<file path="src/rtl/katadc_config_arbiter.sv">
// Arbiter sharing one serial-config engine between the autoconfig sequencer
// and software register writes. Autoconfig has priority; software waits for
// auto_busy to drop. Each transaction is issued once and then waits for
// cfg_done or a timeout.
module katadc_config_arbiter #(
  parameter int unsigned TIMEOUT = 4095
) (
  input  logic        clk,
  input  logic        rst,
  input  logic        auto_busy,
  input  logic [15:0] auto_data,
  input  logic [3:0]  auto_addr,
  input  logic        auto_start,
  output logic        auto_done,
  input  logic [15:0] sw_data,
  input  logic [3:0]  sw_addr,
  input  logic        sw_start,
  output logic        sw_done,
  output logic        sw_pending,
  output logic        sw_drop,
  output logic [15:0] cfg_data,
  output logic [3:0]  cfg_addr,
  output logic        cfg_start,
  input  logic        cfg_done,
  output logic        owner,
  output logic        err_timeout,
  output logic [7:0]  timeout_count
);

  localparam int unsigned DATA_W = 16;
  localparam int unsigned ADDR_W = 4;
  localparam int unsigned CNT_W  = 12;
  localparam int unsigned TOC_W  = 8;

  localparam logic [CNT_W-1:0] WAIT_LAST = CNT_W'(TIMEOUT - 1);
  localparam logic [TOC_W-1:0] TOC_MAX   = '1;

  typedef enum logic [1:0] {
    S_IDLE  = 2'd0,
    S_ISSUE = 2'd1,
    S_WAIT  = 2'd2
  } state_t;

  state_t state, state_nx;

  logic              auto_pend, auto_pend_nx;
  logic              sw_pend, sw_pend_nx;
  logic [DATA_W-1:0] sw_data_q, sw_data_nx;
  logic [ADDR_W-1:0] sw_addr_q, sw_addr_nx;
  logic [CNT_W-1:0]  wait_cnt, wait_cnt_nx;

  logic              owner_nx;
  logic [DATA_W-1:0] cfg_data_nx;
  logic [ADDR_W-1:0] cfg_addr_nx;
  logic              cfg_start_nx;
  logic              auto_done_nx;
  logic              sw_done_nx;
  logic              sw_drop_nx;
  logic              err_timeout_nx;
  logic [TOC_W-1:0]  timeout_count_nx;
  logic              sw_pending_nx;

  logic grant_auto, grant_sw;
  logic done_hit, tmo_hit, finish;
  logic auto_clr, sw_clr, sw_accept;

  // Transaction events shared by the next-state and output logic
  always_comb begin
    grant_auto = (state == S_IDLE) && auto_pend;
    grant_sw   = (state == S_IDLE) && !auto_pend && sw_pend && !auto_busy;
    done_hit   = (state == S_WAIT) && cfg_done;
    tmo_hit    = (state == S_WAIT) && !cfg_done && (wait_cnt == WAIT_LAST);
    finish     = done_hit || tmo_hit;
    auto_clr   = finish && !owner;
    sw_clr     = finish && owner;
    sw_accept  = sw_start && (!sw_pend || sw_clr);
  end

  // State register
  always_ff @(posedge clk) begin
    if (rst) state <= S_IDLE;
    else     state <= state_nx;
  end

  // Next-state logic
  always_comb begin
    state_nx = state;
    case (state)
      S_IDLE:  if (grant_auto || grant_sw) state_nx = S_ISSUE;
      S_ISSUE: state_nx = S_WAIT;
      S_WAIT:  if (finish) state_nx = S_IDLE;
      default: state_nx = S_IDLE;
    endcase
  end

  // Next values of all registered outputs and bookkeeping registers
  always_comb begin
    owner_nx         = owner;
    auto_pend_nx     = auto_pend;
    sw_pend_nx       = sw_pend;
    sw_data_nx       = sw_data_q;
    sw_addr_nx       = sw_addr_q;
    wait_cnt_nx      = '0;
    cfg_data_nx      = cfg_data;
    cfg_addr_nx      = cfg_addr;
    cfg_start_nx     = 1'b0;
    auto_done_nx     = auto_clr;
    sw_done_nx       = sw_clr;
    sw_drop_nx       = sw_start && sw_pend && !sw_clr;
    err_timeout_nx   = tmo_hit;
    timeout_count_nx = timeout_count;

    if (grant_auto)    owner_nx = 1'b0;
    else if (grant_sw) owner_nx = 1'b1;

    // A new pulse always wins over a completion clearing the flag
    if (auto_start)    auto_pend_nx = 1'b1;
    else if (auto_clr) auto_pend_nx = 1'b0;

    if (sw_accept) begin
      sw_pend_nx = 1'b1;
      sw_data_nx = sw_data;
      sw_addr_nx = sw_addr;
    end else if (sw_clr) begin
      sw_pend_nx = 1'b0;
    end

    if (state == S_ISSUE) begin
      cfg_start_nx = 1'b1;
      cfg_data_nx  = owner ? sw_data_q : auto_data;
      cfg_addr_nx  = owner ? sw_addr_q : auto_addr;
    end

    if ((state == S_WAIT) && !finish) wait_cnt_nx = wait_cnt + CNT_W'(1);

    if (tmo_hit && (timeout_count != TOC_MAX))
      timeout_count_nx = timeout_count + TOC_W'(1);

    sw_pending_nx = sw_pend_nx || (owner_nx && (state_nx != S_IDLE));
  end

  // Datapath and output registers
  always_ff @(posedge clk) begin
    if (rst) begin
      auto_pend     <= 1'b0;
      sw_pend       <= 1'b0;
      sw_data_q     <= '0;
      sw_addr_q     <= '0;
      wait_cnt      <= '0;
      owner         <= 1'b0;
      cfg_data      <= '0;
      cfg_addr      <= '0;
      cfg_start     <= 1'b0;
      auto_done     <= 1'b0;
      sw_done       <= 1'b0;
      sw_drop       <= 1'b0;
      err_timeout   <= 1'b0;
      timeout_count <= '0;
      sw_pending    <= 1'b0;
    end else begin
      auto_pend     <= auto_pend_nx;
      sw_pend       <= sw_pend_nx;
      sw_data_q     <= sw_data_nx;
      sw_addr_q     <= sw_addr_nx;
      wait_cnt      <= wait_cnt_nx;
      owner         <= owner_nx;
      cfg_data      <= cfg_data_nx;
      cfg_addr      <= cfg_addr_nx;
      cfg_start     <= cfg_start_nx;
      auto_done     <= auto_done_nx;
      sw_done       <= sw_done_nx;
      sw_drop       <= sw_drop_nx;
      err_timeout   <= err_timeout_nx;
      timeout_count <= timeout_count_nx;
      sw_pending    <= sw_pending_nx;
    end
  end

endmodule
</file>
<file path="config.mk">
export PLATFORM = sky130hd
export DESIGN_NAME = katadc_config_arbiter
export DESIGN_NICKNAME = d
export VERILOG_FILES = /design/src/rtl/katadc_config_arbiter.sv
export SDC_FILE = /design/constraint.sdc
export NUM_CORES = 1
export LEC_CHECK = 0
export ABC_AREA = 1
export BUFFER_PORTS_ARGS = -buffer_cell sky130_fd_sc_hd__buf_2
export CAP_MARGIN = 15
export CORE_ASPECT_RATIO = 0.5
export CORE_MARGIN = 2
export CORE_UTILIZATION = 40
export CTS_CLUSTER_SIZE = 14
export DETAILED_ROUTE_END_ITERATION = 7
export MAX_ROUTING_LAYER = met4
export SYNTH_ARGS = -nofsm -noshare
export SYNTH_HDL_FRONTEND = slang
export SYNTH_SLANG_ARGS = --single-unit
export TNS_END_PERCENT = 10
</file>
<file path="constraint.sdc">
create_clock -name clk -period 2.25 [get_ports clk]
set_clock_uncertainty 0.15 [all_clocks]
set_input_delay 0.45 -clock clk [delete_from_list [all_inputs] [get_ports clk]]
set_output_delay 0.45 -clock clk [all_outputs]
set_load 0.01 [all_outputs]
</file>
==> impl.org <==
** Outcome
- Run status :: completed

** Setup path
- Data arrives at the worst endpoint at 1.88 ns.
- Critical Path Max Stage Delay :: 0.34 ns
- In this run the register-to-register setup slack is 0.44 ns.
- Start-to-end type of the worst setup path :: reg -> reg
- Family with the most delay on the worst path :: simple AND/OR/NAND/NOR gates
- In this run the critical register-to-register path is captured at sw_addr_q[1]$_SDFFE_PP0P_.
- Origin of the critical flop-to-flop path :: wait_cnt[0]$_SDFF_PP0_
- The worst register-to-register path has a depth of 13.
- Among all stages on the critical path, the largest delay is contributed by dfxtp_1.
- At the worst endpoint, the required time is 2.32 ns.
- Crit end category :: flop
- Element type at the critical path start :: flop
- Critical Path Fanout Max :: 43
- Walking the worst path, the cells encountered are inv_1 -> ha_1 -> inv_1 -> nor2_1 -> nand2_1 -> nor2_1 -> nand2_1 -> nand2_2 -> nand2_4 -> nand2_8 -> nand3_1 -> nand2_1 -> nor2_1.
- Buffering stage count on the worst path with inverters included :: 2

** Synth
- Dominant combinational cell family by area after synthesis :: simple AND/OR/NAND/NOR gates
- Synthesis inferred 71 register bits.
- After synthesis, the share of flip-flops with an asynchronous set or reset is 0%.
- Mapped cell area :: 3120 um^2
- Ys Warns :: 0
- Among all flip-flop cells after synthesis, the most frequent one is dfxtp_1.
- After synthesis, the largest area contributor takes up 45.6% of total cell area.
- Unique cell type count in the Yosys netlist :: 30
- Of the total synthesized cell area, the portion taken by XOR and XNOR cells is roughly 3%.
- Of all cell types, the one taking the most synthesized area is dfxtp_1.
- Dividing the synthesized area by the synthesized cell count gives 7.45 um^2.
- Arithmetic-cell share of the synthesized area counting full adders, half adders and majority gates :: 1.20%
- Summing the areas of all and, or, nand and nor instances in the mapped netlist gives 24.4% of the synthesized area.
- Proportion of synthesized chip area in sequential cells :: 45.6%
- Post-Synthesis Cells :: 418
- Multiplexer cells account for 0% of the synthesized area.
- Compound-cell area share of the yosys netlist :: 16.7%
- Leading post-synthesis cells by cell area :: dfxtp_1 (46%), a21oi_1 (12%), nand2_1 (8.4%), nand3_1 (5.3%), nor2_1 (5.3%)
- Number of enable-type register cells in the synthesized netlist :: 0
- Nets in the synthesized netlist :: 467

** Cells and area
- The post-route netlist has 23.3% of its cells at a drive strength greater than 1.
- Leading cell type in the layout, fill and taps excluded :: buf_2
- Layout net count :: 540
- From synthesis to final layout, the design area changed by 23.3%.
- Commonest non-fill, non-tap cells in the layout :: buf_2 (80), a21oi_1 (73), dfxtp_1 (71)
- Antenna Diode Count :: 0
- Count of non-filler cells in the finished layout :: about 600

** Clock tree
- TritonCTS clock tree :: done
- Post-CTS repair changed the size of 0 cells.
- The clock drives 71 sinks.
- Hold buffers post-CTS :: 0
- After clock tree synthesis, the clock-pin slew on the worst setup and hold paths is approximately 0.05 ns.
- Total CTS buffers :: 9
- The H-tree generated during clock tree synthesis spans 3 levels.
- Clock latency at the later pin of the worst-skew pair :: 0.33 ns
- Setup Fix Bufs, Post-CTS :: 0
- Maximum buffer depth of the clock tree :: 2
- Root Driver :: clkbuf_16

** STA
- The number of endpoints with negative hold slack in the final report is 0.
- Slew of the pin with the lowest slew margin :: 0.773 ns
- Setup total negative slack on the finished layout was measured at 0 ns.
- Peak clock frequency supported by timing :: 0.553 GHz
- Setup violations remaining at the end of the flow were counted as 0.
- The worst path uses 80.3% of the clock period.
- Setup repair after global routing left no endpoint under its margin.
- Slew Limit Fails :: 0
- For the finished layout, the period the worst path requires is between 1.5 and 2 ns.
- In this run the tightest slew margin relative to its limit is 48.4%.

** Power and ir drop
- Leakage power :: 1.87 nW
- Worst ir drop on vdd :: 386 uV
- Power Total :: between 3 and 4 mW
- Pwr Density :: 786 nW/um^2

** GRT
- Overflow left after global routing :: 0
- Maximum number of pins on one net before global-route repair :: 44
- First-pass GRT wire length :: 12.0 mm
- The number of antenna violations at the first check in global routing was 0.
- Global routing used 18.5% of the available tracks.
- The via count of the first global-routing pass came to 2612.

** Floorplanning
- The floorplan step defined a core boundary enclosing 7430 um^2.
- The initial utilization of the core area, before any placement, comes to 41.9%.
- In this run the horizontal extent of the chip is roughly 130 um.
- Row generation in the floorplan step produced 22 rows.
- Die ar. :: roughly 8600 um^2
- Total I/O pin count :: 81
- Vertical extent of the die :: approximately 66 um

** Place
- Input and output buffers added on the ports amount to 80.
- The congestion estimate from routability-driven global placement came to 0.774.
- Summed over all nets, the half-perimeter wirelength after detailed placement is 4.93 mm.
- Count of placed standard cells including taps :: 576

** Run
- The tool flagged a number of max-cap violations equal to 0.

** Routing
- In the final routed layout, each cell accounts on average for between 10 and 15 um.
- Using the TritonRoute via totals, the vias-per-cell ratio works out to slightly below 5.
- For this run, design rule violations remaining after detail routing come to 0.
- Detailed-router iteration count before antenna repair :: 5
- Vias :: between 2000 and 3000
- Number of DRC violations after detailed-routing iteration 0 :: 144
- Post-route ant nets :: 0
- Total wirelength of the detailed-routed design :: 7.21 mm

** Hold path
- Worst Hold End :: auto_pend$_SDFFE_PP0P_
- Hold Crit Start :: auto_start
- Number of cells traversed by the worst hold path :: 3
- The tightest min-delay check is of the in -> reg type.
[layer usage]
metal	part of all wire [%]	vias up	track usage (%)	wire length [um]
met2	43	49	27.9	3130
met4	1.2	0	5.30	83
met5	0	-	-	0
met1	51	1290	23.3	3680
met3	4.4	8	6.88	320
li1	-	1505	-	-
[worst reg2reg max path, cell delays in order (launching register included)]
cell and delay (ns):
dfxtp_1 0.34, inv_1 0.07, ha_1 0.14, inv_1 0.05, nor2_1 0.08, nand2_1 0.05, nor2_1 0.10, nand2_1 0.09
nand2_2 0.10, nand2_4 0.08, nand2_8 0.22, nand3_1 0.14, nand2_1 0.08, nor2_1 0.03
[power breakdown]
part | switching, mW | internal (mW)
logic | 0.210 | 0.138
clock network | 0.480 | 0.814
registers | 0.0414 | 1.33
[final cells by class]
| class | count | area (um^2) |
|---|---|---|
| clock inverters | 1 | 5.00 |
| inverters | 41 | 154 |
| well taps | 96 | 120 |
| clock buffers | 12 | 267 |
| flip-flops and latches | 71 | 1420 |
| multi-input cells | 282 | 1420 |
| repair buffers | 86 | 458 |
| fillers | 756 | 3590 |
[cell usage after synthesis (3+ instances only)]
cell and count:
buf_6 4, xor2_1 7, nor2_1 44, dfxtp_1 71, nand3_1 33, nand2_2 3
inv_1 39, o21ai_0 23, buf_2 4, nand2_1 70, clkbuf_1 14, a21oi_1 73
xnor2_1 4, nand4_1 5, ha_1 3, a21oi_2 3
[state kept, by name, summed over array words and instances (netlist names)]
| name | cells |
|---|---|
| sw_addr_q | 4 |
| wait_cnt | 12 |
| auto_pend | 1 |
| cfg_addr | 4 |
| sw_done | 1 |
| state | 2 |
| timeout_count | 8 |
| auto_done | 1 |
| err_timeout | 1 |
| sw_pend | 1 |
| sw_pending | 1 |
| sw_drop | 1 |
| cfg_start | 1 |
| owner | 1 |
| cfg_data | 16 |
| sw_data_q | 16 |
[cell families (layout without fill, tap and decap cells)]
kind of cell	after synthesis	after routing
flops	71	71
compound gates	101	101
fa+ha+maj	3	3
buf+inv	65	140
simple gates	167	167
xor+xnor	11	11
[worst max path at each step]
stage	startpoint	to	slack, ns	cells past startpoint
after detailed placement	cfg_done	sw_addr_q[2]$_SDFFE_PP0P_	0.44	11
final	wait_cnt[0]$_SDFF_PP0_	sw_addr_q[1]$_SDFFE_PP0P_	0.44	13
after floorplan	wait_cnt[0]$_SDFF_PP0_	sw_addr_q[2]$_SDFFE_PP0P_	0.64	13
after global placement	cfg_done	sw_data_q[3]$_SDFFE_PP0P_	0.48	11
after global routing	wait_cnt[0]$_SDFF_PP0_	sw_addr_q[2]$_SDFFE_PP0P_	0.26	13
after CTS	wait_cnt[0]$_SDFF_PP0_	sw_addr_q[2]$_SDFFE_PP0P_	0.44	13
[through the flow]
stage	hold slack (ns)	util (%)	cell area, um^2	setup WS [ns]
2_1_floorplan	0.289	-	3120	0.639
3_3_place_gp	0.301	48.0	3570	0.480
3_5_place_dp	0.308	48.0	3570	0.443
4_1_cts	0.183	51.7	3840	0.445
5_1_grt	0.190	51.7	3840	0.265
6_report	0.188	51.7	3840	0.442
No activity file was read; power rests on OpenSTA's default activity.
